--- config.mk ---
export PLATFORM = sky130hd
export DESIGN_NAME = divider32
export DESIGN_NICKNAME = d
export VERILOG_FILES = /design/src/rtl/divider32.sv
export SDC_FILE = /design/constraint.sdc
export NUM_CORES = 1
export LEC_CHECK = 0
export BUFFER_PORTS_ARGS = -buffer_cell sky130_fd_sc_hd__buf_4
export CAP_MARGIN = 40
export CORE_MARGIN = 4
export CORE_UTILIZATION = 55
export CTS_CLUSTER_SIZE = 28
export DETAILED_ROUTE_END_ITERATION = 16
export GPL_TIMING_DRIVEN = 0
export PLACE_DENSITY = 0.75
export SYNTH_ARGS = -nofsm -noshare
export SYNTH_HDL_FRONTEND = slang
export SYNTH_SLANG_ARGS = --single-unit
--- constraint.sdc ---
create_clock -name clock -period 6.1 [get_ports clock]
set_clock_uncertainty 0.2 [all_clocks]
set_input_delay 0.305 -clock clock [delete_from_list [all_inputs] [get_ports clock]]
set_output_delay 0.305 -clock clock [all_outputs]
set_load 0.01 [all_outputs]
--- src/rtl/divider32.sv ---
// divider32: sequential signed integer divider for the ALU multdiv path.
// A restoring shift-subtract loop produces one quotient bit per clock on the
// operand magnitudes; the sign is restored when the result is registered.
// Optional feature: define DIVIDER32_REMAINDER_EN to add the data_remainder port.

module divider32 #(
  parameter int WIDTH = 32
) (
  input  logic             clock,
  input  logic             reset,
  input  logic             ctrl_DIV,
  input  logic [WIDTH-1:0] data_operandA,
  input  logic [WIDTH-1:0] data_operandB,
  output logic [WIDTH-1:0] data_result,
  output logic             data_exception,
  output logic             data_resultRDY
`ifdef DIVIDER32_REMAINDER_EN
  ,
  output logic [WIDTH-1:0] data_remainder
`endif
);

  localparam int               CntW      = $clog2(WIDTH);
  localparam logic [CntW-1:0]  LastCount = CntW'(WIDTH - 1);
  localparam logic [CntW-1:0]  CountOne  = CntW'(1);
  localparam logic [WIDTH-1:0] MostNeg   = {1'b1, {(WIDTH-1){1'b0}}};
  localparam logic [WIDTH-1:0] Zero      = {WIDTH{1'b0}};

  typedef enum logic [1:0] {
    IDLE = 2'd0,
    RUN  = 2'd1,
    DONE = 2'd2
  } state_e;

  // Iteration state
  state_e           state_q;
  logic [CntW-1:0]  count_q;
  logic [WIDTH-1:0] divisor_q;
  logic [WIDTH-1:0] rem_q;
  logic [WIDTH-1:0] quo_q;
  logic             signQ_q;
  logic             exc_q;

  // Registered outputs
  logic [WIDTH-1:0] result_q;
  logic             exception_q;
  logic             rdy_q;

`ifdef DIVIDER32_REMAINDER_EN
  logic             signR_q;
  logic [WIDTH-1:0] remainder_q;
  logic [WIDTH-1:0] remOut_d;
`endif

  // Combinational helpers
  logic [WIDTH-1:0] absA_d;
  logic [WIDTH-1:0] absB_d;
  logic             divZero_d;
  logic             overflow_d;
  logic [WIDTH:0]   shifted_d;
  logic [WIDTH:0]   trial_d;
  logic [WIDTH-1:0] remStep_d;
  logic [WIDTH-1:0] quoStep_d;
  logic [WIDTH-1:0] quoOut_d;

  // Operand magnitudes, exception detection and one restoring step of the loop.
  always_comb begin
    absA_d     = data_operandA[WIDTH-1] ? (Zero - data_operandA) : data_operandA;
    absB_d     = data_operandB[WIDTH-1] ? (Zero - data_operandB) : data_operandB;
    divZero_d  = (data_operandB == Zero);
    overflow_d = (data_operandA == MostNeg) && (data_operandB == {WIDTH{1'b1}});

    // {R,Q} shifted left by one; the remainder needs one extra bit for the trial.
    shifted_d  = {rem_q, quo_q[WIDTH-1]};
    trial_d    = shifted_d - {1'b0, divisor_q};

    if (!trial_d[WIDTH]) begin
      remStep_d = trial_d[WIDTH-1:0];
    end else begin
      remStep_d = shifted_d[WIDTH-1:0];
    end
    quoStep_d  = {quo_q[WIDTH-2:0], ~trial_d[WIDTH]};

    quoOut_d   = signQ_q ? (Zero - quo_q) : quo_q;
`ifdef DIVIDER32_REMAINDER_EN
    remOut_d   = signR_q ? (Zero - rem_q) : rem_q;
`endif
  end

  // Control FSM plus datapath: a start pulse in any state wins over the current
  // operation; the DONE edge still publishes its result even if a start arrives.
  always_ff @(posedge clock or posedge reset) begin
    if (reset) begin
      state_q     <= IDLE;
      count_q     <= '0;
      divisor_q   <= '0;
      rem_q       <= '0;
      quo_q       <= '0;
      signQ_q     <= 1'b0;
      exc_q       <= 1'b0;
      result_q    <= '0;
      exception_q <= 1'b0;
      rdy_q       <= 1'b0;
`ifdef DIVIDER32_REMAINDER_EN
      signR_q     <= 1'b0;
      remainder_q <= '0;
`endif
    end else begin
      rdy_q <= 1'b0;

      case (state_q)
        RUN: begin
          rem_q   <= remStep_d;
          quo_q   <= quoStep_d;
          count_q <= count_q + CountOne;
          if (count_q == LastCount) begin
            state_q <= DONE;
          end
        end
        DONE: begin
          result_q    <= quoOut_d;
          exception_q <= exc_q;
          rdy_q       <= 1'b1;
`ifdef DIVIDER32_REMAINDER_EN
          remainder_q <= remOut_d;
`endif
          state_q     <= IDLE;
        end
        default: begin
        end
      endcase

      if (ctrl_DIV) begin
        divisor_q <= absB_d;
        count_q   <= '0;
        if (divZero_d) begin
          // Exception results are preloaded unsigned so DONE needs no special case.
          state_q <= DONE;
          exc_q   <= 1'b1;
          quo_q   <= Zero;
          rem_q   <= data_operandA;
          signQ_q <= 1'b0;
`ifdef DIVIDER32_REMAINDER_EN
          signR_q <= 1'b0;
`endif
        end else if (overflow_d) begin
          state_q <= DONE;
          exc_q   <= 1'b1;
          quo_q   <= MostNeg;
          rem_q   <= Zero;
          signQ_q <= 1'b0;
`ifdef DIVIDER32_REMAINDER_EN
          signR_q <= 1'b0;
`endif
        end else begin
          state_q <= RUN;
          exc_q   <= 1'b0;
          quo_q   <= absA_d;
          rem_q   <= Zero;
          signQ_q <= data_operandA[WIDTH-1] ^ data_operandB[WIDTH-1];
`ifdef DIVIDER32_REMAINDER_EN
          signR_q <= data_operandA[WIDTH-1];
`endif
        end
      end
    end
  end

  assign data_result    = result_q;
  assign data_exception = exception_q;
  assign data_resultRDY = rdy_q;
`ifdef DIVIDER32_REMAINDER_EN
  assign data_remainder = remainder_q;
`endif

endmodule
==> results of run 1 <==
==> critical path: cells and delay by family, from the launching register on <==
family | cells | cell delay [ns]
AND/OR/NAND/NOR | 4 | 1.27
buffers and inverters | 2 | 0.53
flip-flops | 1 | 0.43
AO/OA/AOI/OAI | 3 | 0.43
XOR/XNOR | 1 | 0.35
adder cells (fa/ha/maj) | 1 | 0.29
multiplexers | 1 | 0.26
==> power groups by stage <==
stage	combinational, µW	clock [µW]	sequential [µW]
finish	686	1070	1160
global route	769	1110	1180
CTS	689	1070	1160
detailed placement	667	0	1170
global placement	652	0	1160
floorplan	369	0	1180
==> cell type report <==
| cell class | count | area share (%) |
|---|---|---|
| clock buffers | 19 | 3.95 |
| clock inverters | 13 | 1.30 |
| repair buffers | 134 | 9.65 |
| multi-input cells | 834 | 48.5 |
| inverters | 48 | 1.62 |
| plain buffers | 59 | 2.21 |
| well taps | 220 | 2.40 |
| flip-flops and latches | 139 | 30.4 |
==> timing repair <==
action,CTS,global route
endpoints found under the hold margin,108,0
endpoints found under the setup margin,0,0
resized for setup,0,0
hold buffers,32,0
==> placed cells by master (no fill, tap or decap), types with 30 or more instances in the layout <==
cell type | synthesis | final
inv_1 | 47 | 46
xor2_1 | 97 | 97
a21oi_1 | 55 | 55
o21a_1 | 30 | 30
buf_4 | 0 | 99
dfrtp_1 | 139 | 139
nor2_1 | 57 | 57
o21ai_0 | 139 | 139
nand2_1 | 88 | 88
dlygate4sd3_1 | 0 | 32
ha_1 | 38 | 38
mux2i_1 | 32 | 32
clkbuf_1 | 46 | 46
a22oi_1 | 32 | 32
o21ai_1 | 33 | 33
==> routing by layer <==
layer | up-vias | routed length (µm)
met2 | 295 | 12400
met1 | 4116 | 10900
met3 | 61 | 1430
li1 | 4236 | -
met4 | 0 | 693
met5 | - | 0
==> registers in the layout, indices dropped and copies added (netlist names) <==
| name | flops |
|---|---|
| data_result | 32 |
| divisor_q | 32 |
| quo_q | 32 |
| rem_q | 32 |
| count_q | 5 |
| state_q | 2 |
| data_exception | 1 |
| data_resultRDY | 1 |
| exc_q | 1 |
| signQ_q | 1 |
==> cell families (layout without fill, tap and decap cells) <==
family / Yosys count / after routing
compound gates: 391 / 391
xor+xnor: 121 / 121
fa+ha+maj: 39 / 39
buf+inv: 107 / 273
flops: 139 / 139
mux: 35 / 35
simple gates: 248 / 248
==> worst paths after layout <==
| check | slack [ns] | cells past startpoint | end |
|---|---|---|---|
| worst max-delay path | 2.21 | 12 | rem_q[20] |
| worst min-delay path | 0.005 | 3 | divisor_q[5] |
| worst max register to register | 2.21 | 12 | rem_q[20] |
| worst min register to register | 0.28 | 2 | data_result[17] |
| max in group asynchronous | 4.58 | 4 | rem_q[23] |
| min in group asynchronous | 0.35 | 3 | data_result[3] |
==> stage by stage <==
| step | power (µW) | hold slack, ns | setup slack (ns) |
|---|---|---|---|
| final | 2910 | 0.00525 | 2.21 |
| after detailed placement | 1840 | 0.271 | 2.33 |
| after global routing | 3060 | 0.0103 | 2.12 |
| after CTS | 2920 | 0.000728 | 2.28 |
| after global placement | 1820 | 0.263 | 0.379 |
| after floorplan | 1550 | 0.239 | 1.87 |
==> flow_summary.toml, run 1 <==
[run_status]
status = "completed"

[grt]
grt_pass1_wl_um = 42500
top_usage_layer = "met2"
use_met2_pct = 46.0
overflow = 0
grt_max_degree = 79
met3_usage_pct = 4.62
grt_use_total_pct = 26.7
antenna_found_initial = 0
grt_pass1_vias = 8603
gr-usage-met1_pct = 33.7

[synthesis]
synth_area_leaders = "dfrtp_1 (37%), xor2_1 (9.0%), o21ai_0 (7.3%)"
yosys_warnings = 0
synth_top_cell_by_area = "dfrtp_1"
yosys.area_share.adder_pct = 5.23
yosys_register_bits = 139
synth-xor-area-share_pct = 11.4
synth_top_area_share_pct = 36.7
synth-edff-count = 0
syn_nets = 1186
synthFlopType = "dfrtp_1"
seq_area_frac_synth_pct = 36.7
synth-simple-area-share_pct = 12.8
yosys-top-cells-count = "dfrtp_1 (139), o21ai_0 (139), xor2_1 (97), nand2_1 (88), nor2_1 (57)"
postSynthCellCount = 1080
synthMuxAreaShare_pct = 3.74
syn_avg_cell_area_um2 = 8.77
async_flop_share_pct = 100
synthDistinctLibCells = 68
syn_area_mm2 = 0.00947
synth_top_family_by_area = "compound AO/OA/AOI/OAI gates"
synth_compound_area_share_pct = 25.5

[power_and_ir_drop]
p_int_uw = 2020
pwr-share-clk_pct = 36.7
combinationalPowerShare_pct = 23.6
seq_power_share_pct = 39.8
ir_drop_v = 0.000195
power.net_switching_uw = 890
switching_share_pct = 30.6
p_leak_uw = 0.00507
power_density_mw_per_mm2 = 254

[worst_setup_path]
crit_path_top_delay_cell = "or4_1"
slowest_delay_ns = 0.52
startpoint = "rem_q[20]"
critPathArrivalTime_ns = 3.99
path_max_fanout = 10
startpoint_type = "flip-flop"
cp_cell_sequence = "ha_1 > clkbuf_1 > nand3_1 > or3_1 > or4_1 > a21oi_1 > nand3b_2 > a221o_2 > xor2_4 > buf_6 > mux2i_1 > o21ai_1"
required_ns = 6.20
timing.rr.start = "rem_q[20]"
cp-end-kind = "flip-flop"
path_class = "flip-flop to flip-flop"

[routing]
drtPass1Iterations = 6
viasPerCell = 5.94
drt_wl_total_um = 25500
wire_per_inst_um = 17.4
ant_nets = 0
vias = 8708
drc_errors = 0
drt_iter0_markers = 763

[place]
dp.cells = 1402
dp_hpwl_um = 19200
placed_cell_area_mm2 = 0.0105
gp_congestion = 0.912
io_buffers = 99

[final_layout]
seq_area_mm2 = 0.00348
n_antenna_cell = 0
fill_cells = 1405
final_core_util_pct = 68.6
multiInputGateArea_mm2 = 0.00556
stdcell_count = 1466
layout-drive-gt1-share_pct = 12.8
syn2layout_area_growth_pct = 21.0
fin_area_mm2 = 0.0115
fin_nets = 1339

[die]
coreArea_mm2 = 0.0167
ios = 101
die_h_um = 139
core.rowCount = 47
dieArea_mm2 = 0.0194
start_util_pct = 56.7
die_w_um = 139

[run]
max-cap-violations = 0

[clocking]
cts.clk_slew.worst_paths_ns = 0.06
cts_tree = "built"
cts_root_buffer = "clkbuf_16"
clock-sinks = 139
cts_buffers = 17
cts_setup_buffers = 0
clk_latency_ns = 0.43
clock_path_buffers = 2
htree_levels = 4

[hold_path]
hp-start = "data_operandB[5]"
hold_class = "input port to flip-flop"

[timing]
finalSetupViolations = 0
max_slew_margin_pct = 51.4
post-route-period-util_pct = 63.8
final.setup.tns_ns = 0
fin_crit_ns = 3.89
final_max_slew_viol_count = 0
hold_viol = 0
max_clock_freq_mhz = 257
rsz0062_at_grt = "false"
tightest_slew_ns = 0.729
Note: power is estimated with default switching activity, not from simulation.
==> run 2: changes to the inputs <==
- CORE_UTILIZATION: 55 -> 54
- PLACE_DENSITY: 0.75 -> 0.77
- clock period: 6.1 -> 3.3 ns (I/O delays scaled with it)
==> run 2 against run 1 <==
  * The run now ends with setup timing left
  * Sequential power rose by 84%
  * Routed wire length rose by 6.7%
  * Final area rose by 8.4%
  * Cell count rose by 4.2%
  * Via count rose by 3.3%
  * Register-to-register slack got worse by 2.3 ns
  * Critical path depth did not move
  * Combinational power rose by 100%
  * First-iteration DRC count fell by 4.2%
  * Global-route usage rose by 0.12 points
  * Clock power rose by 68%
  * Critical path type unchanged
  * Largest cell class unchanged
==> flow_summary.toml, run 2 (synthesis results as in run 1) <==
[grt]
overflow = 0
grt_pass1_wl_um = 42900
grt_use_total_pct = 26.8
antenna_found_initial = 0
grt_max_degree = 34
grt_pass1_vias = 8746

[routing]
drt_wl_total_um = 27200
drc_errors = 0
drtPass1Iterations = 6
viasPerCell = 5.89
wire_per_inst_um = 17.8
vias = 8992
drt_iter0_markers = 731
ant_nets = 0

[die]
core.rowCount = 48
die_h_um = 140
ios = 101
start_util_pct = 54.9
dieArea_mm2 = 0.0197
coreArea_mm2 = 0.0172
die_w_um = 140

[clocking]
cts_root_buffer = "clkbuf_16"
cts_buffers = 17
clock-sinks = 139
clock_path_buffers = 2
cts_tree = "built"
clk_latency_ns = 0.42
htree_levels = 4
cts.clk_slew.worst_paths_ns = 0.06

[place]
dp_slack_ns = -0.446
gp_congestion = 0.943
placed_cell_area_mm2 = 0.0106
dp_hpwl_um = 19500
io_buffers = 99

[worst_setup_path]
path_delay_family = "simple AND/OR/NAND/NOR gates"
required_ns = 3.45
r2r-end = "rem_q[1]"
cp.buffers_inverters = 3
reg2regPathDepth = 12
cp_cell_sequence = "ha_2 > inv_1 > or3_4 > or4_4 > a21oi_4 > nand3b_4 > a221o_2 > xor2_4 > buf_12 > buf_12 > mux2_4 > o21ai_2"
timing.rr.start = "rem_q[19]"
startpoint_type = "flip-flop"
startpoint = "rem_q[19]"
slowest_delay_ns = 0.44
crit_path_top_delay_cell = "or4_4"
cp-end-kind = "flip-flop"
path_max_fanout = 9
r2r_setup_slack_ns = -0.07
cpMostUsedCell = "buf_12"
critPathArrivalTime_ns = 3.52
path_class = "flip-flop to flip-flop"

[power_and_ir_drop]
total_power_uw = 5330
ir_drop_v = 0.000382
p_leak_uw = 0.00540
power_density_mw_per_mm2 = 429

[timing]
rsz0062_at_grt = "true"
post-route-period-util_pct = 102
finalSetupViolations = 21
setup_slack_ns = -0.0714
max_clock_freq_mhz = 297
tightest_slew_ns = 0.784
max_slew_margin_pct = 47.3
fin_crit_ns = 3.37
hold_viol = 0
final_max_slew_viol_count = 0

[final_layout]
fin_area_mm2 = 0.0124
n_antenna_cell = 0
seq_area_mm2 = 0.00348
mostFrequentLayoutCells = "o21ai_0 (136), dfrtp_1 (136), buf_4 (114)"
syn2layout_area_growth_pct = 31.2
layout-drive-gt1-share_pct = 17.4
fin_nets = 1396
multiInputGateArea_mm2 = 0.00587
fill_cells = 1304

[hold_path]
hold-path-cell-count = 4
hold_class = "input port to flip-flop"
hp-start = "data_operandB[23]"
whs_endpoint = "divisor_q[25]"

[run_status]
status = "complete, but fails checks"
violations = "setup timing"

[run]
max-cap-violations = 0
[run 2: cell types whose count changed in the layout (fill, tap and decap cells not counted), sizes merged, moves of 2 or more]
cell / before / now
clkbuf: 68 / 70
dlygate4sd3: 32 / 72
buf: 111 / 131
bufinv: 3 / 1
clkinv: 9 / 7
[run 2: layout make-up]
class | instances | share of cell area (%)
flip-flops and latches | 139 | 28.0
multi-input cells | 834 | 47.2
repair buffers | 196 | 14.3
plain buffers | 54 | 2.19
clock inverters | 8 | 0.544
inverters | 48 | 1.48
clock buffers | 23 | 3.93
well taps | 225 | 2.27
[run 2: routing by layer]
layer  part of all wire [%]  vias up  global-route usage, %
li1                       -     4348                      -
met1                     41     4257                   33.2
met2                     49      313                   46.0
met3                    5.7       74                   4.34
met4                    3.9        0                   12.2
met5                      0        -                      0
[run 2: worst max path at each step]
| stage | endpoint | slack [ns] | depth (start not counted) |
|---|---|---|---|
| floorplan | rem_q[10] | 0.02 | 12 |
| global placement | rem_q[23] | -0.46 | 11 |
| detailed placement | rem_q[20] | -0.45 | 12 |
| CTS | rem_q[0] | -0.06 | 13 |
| global route | rem_q[1] | -0.17 | 13 |
| finish | rem_q[1] | -0.07 | 12 |
[run 2: repair_timing]
item                       in CTS  in global routing
pin swaps                       5                  9
gates resized for setup        37                 40
hold buffers                   72                  0
hold endpoints to repair      152                  0
setup buffers                   6                 11
gates cloned                    1                  2
setup endpoints to repair      37                 71
[run 2: report_power, final]
part	switching, µW	total, µW	internal [µW]
clock network	701	1800	1100
registers	198	2140	1950
logic	738	1380	646
total	1640	5330	3700
[run 2: stage by stage]
| stage | hold WS [ns] | TNS, ns | utilization [%] | instances |
|---|---|---|---|---|
| after floorplan | 0.104 | 0 | - | 1080 |
| after global placement | 0.229 | -15.60 | 60.9 | 1404 |
| after detailed placement | 0.0580 | -17.63 | 61.4 | 1409 |
| after CTS | 0.00201 | -0.353 | 70.4 | 1518 |
| after global routing | 0.00962 | -3.82 | 72.1 | 1527 |
| final | 0.00738 | -0.435 | 72.1 | 1527 |
[run 2: tightest hold or removal path: stages]
cell     delay [ns]
buf_4          0.10
o31ai_1        0.08
xor2_1         0.16
a21oi_1        0.08
==> run 3: changes to the inputs <==
- RECOVER_POWER: unset -> 50
==> run 3 against run 2 <==
  * Critical endpoint unchanged
  * First-iteration DRC count fell by 4.0%
  * Non-clock buffer count unchanged
  * Sequential power is essentially flat
  * Flip-flop and latch count unchanged
  * The flow finishes with violations (capacitance limit, slew limit, setup timing)
  * Combinational power decreased by 7%
==> flow_summary.toml, run 3 (synthesis results as in run 1) <==
[die]
core.rowCount = 48
coreArea_mm2 = 0.0172
ios = 101
start_util_pct = 54.9
die_h_um = 140
die_w_um = 140
dieArea_mm2 = 0.0197

[worst_setup_path]
startpoint_type = "flip-flop"
path_max_fanout = 9
path_class = "flip-flop to flip-flop"
critPathArrivalTime_ns = 3.52
cp-end-kind = "flip-flop"
r2r_setup_slack_ns = -0.07
reg2regPathDepth = 12
required_ns = 3.45

[clocking]
cts_tree = "built"
htree_levels = 4
clk_latency_ns = 0.42
clock_path_buffers = 2
cts_buffers = 17
cts_root_buffer = "clkbuf_16"
clock-sinks = 139
cts.clk_slew.worst_paths_ns = 0.06

[grt]
overflow = 0
grt_max_degree = 34
grt_pass1_vias = 8746
grt_use_total_pct = 26.8
antenna_found_initial = 0
grt_pass1_wl_um = 42900

[routing]
drtPass1Iterations = 5
vias = 8989
drt_iter0_markers = 702
drt_wl_total_um = 27200
viasPerCell = 5.89
drc_errors = 0
ant_nets = 0
wire_per_inst_um = 17.8

[run_status]
status = "complete, but fails checks"
violations = "capacitance limit, slew limit, setup timing"

[timing]
rsz0062_at_grt = "true"
fin_crit_ns = 3.37
setup_slack_ns = -0.0735
max_slew_margin_pct = -15.5
finalSetupViolations = 19
tightest_slew_ns = 1.73
final_max_slew_viol_count = 65
max_clock_freq_mhz = 296
post-route-period-util_pct = 102
hold_viol = 0

[final_layout]
fin_nets = 1396
n_antenna_cell = 0
mostFrequentLayoutCells = "o21ai_0 (136), dfrtp_1 (136), xor2_1 (97)"
fill_cells = 1352
layout-drive-gt1-share_pct = 14.9
syn2layout_area_growth_pct = 29.5

[place]
dp_slack_ns = -0.446
dp_hpwl_um = 19500
gp_congestion = 0.943
io_buffers = 99

[hold_path]
hold_class = "input port to flip-flop"
hold-path-cell-count = 4

[power_and_ir_drop]
power_density_mw_per_mm2 = 427
ir_drop_v = 0.000388
total_power_uw = 5240
p_leak_uw = 0.00526

[run]
max-cap-violations = 2
## run 3: cell count changes in the layout (fill, tap and decap cells not counted)
cell and delta:
buf_12 -3, buf_4 -31, clkinvlp_2 +1, clkbuf_4 +1, clkbuf_1 +33, clkinvlp_4 -1
## run 3: per-layer routing
layer | wire [µm] | GRT usage [%] | up-vias
met5 | 0 | 0 | -
met4 | 972 | 12.2 | 0
met3 | 1500 | 4.34 | 65
met2 | 13500 | 46.0 | 317
met1 | 11200 | 33.2 | 4262
li1 | - | - | 4345
## run 3: worst max-delay path, cell delays in order, from the launching register on
cell and delay (ns):
dfrtp_1 0.43, ha_2 0.41, inv_1 0.08, or3_4 0.40, or4_4 0.44, a21oi_4 0.12, nand3b_4 0.14, a221o_2 0.20
xor2_4 0.17, buf_12 0.18, buf_12 0.12, mux2_4 0.30, o21ai_2 0.11
## run 3: area by class of cell
type / instances / area (µm²) / share of cell area [%]
multi-input cells: 834 / 5870 / 47.9
clock buffers: 23 / 488 / 3.98
flip-flops and latches: 139 / 3480 / 28.4
plain buffers: 54 / 272 / 2.21
inverters: 48 / 181 / 1.48
repair buffers: 196 / 1620 / 13.2
well taps: 225 / 282 / 2.30
clock inverters: 8 / 67.6 / 0.551
## run 3: path summary, 6_finish.rpt
| kind | startpoint | to |
|---|---|---|
| min in group asynchronous | reset | quo_q[3] |
| max reg2reg | rem_q[19] | rem_q[1] |
| max in group asynchronous | reset | divisor_q[27] |
| max | rem_q[19] | rem_q[1] |
| min reg2reg | data_result[4] | data_result[4] |
| min | data_operandB[23] | divisor_q[25] |
## run 3: through the flow
stage	hold WS (ns)	TNS, ns	instance area, µm²	utilization [%]	cells
6_report	0.00391	-0.389	12300	71.1	1527
5_1_grt	0.0490	-3.82	12300	71.1	1527
3_3_place_gp	0.229	-15.60	10500	60.9	1404
4_1_cts	0.00201	-0.353	12100	70.4	1518
2_1_floorplan	0.104	0	9470	-	1080
3_5_place_dp	0.0580	-17.63	10600	61.4	1409
## run 3: timing repair
action	CTS	global route
hold buffers	72	0
hold endpoints to repair	152	0
cloned	1	2
gates resized for setup	37	40
endpoints found under the setup margin	37	71
setup buffers	6	11
pin swaps	5	9
## run 3: power by group
group / internal, µW / total (µW) / switching [µW]
clock: 1100 / 1810 / 705
combinational: 551 / 1290 / 738
sequential: 1950 / 2140 / 196
total: 3600 / 5240 / 1640
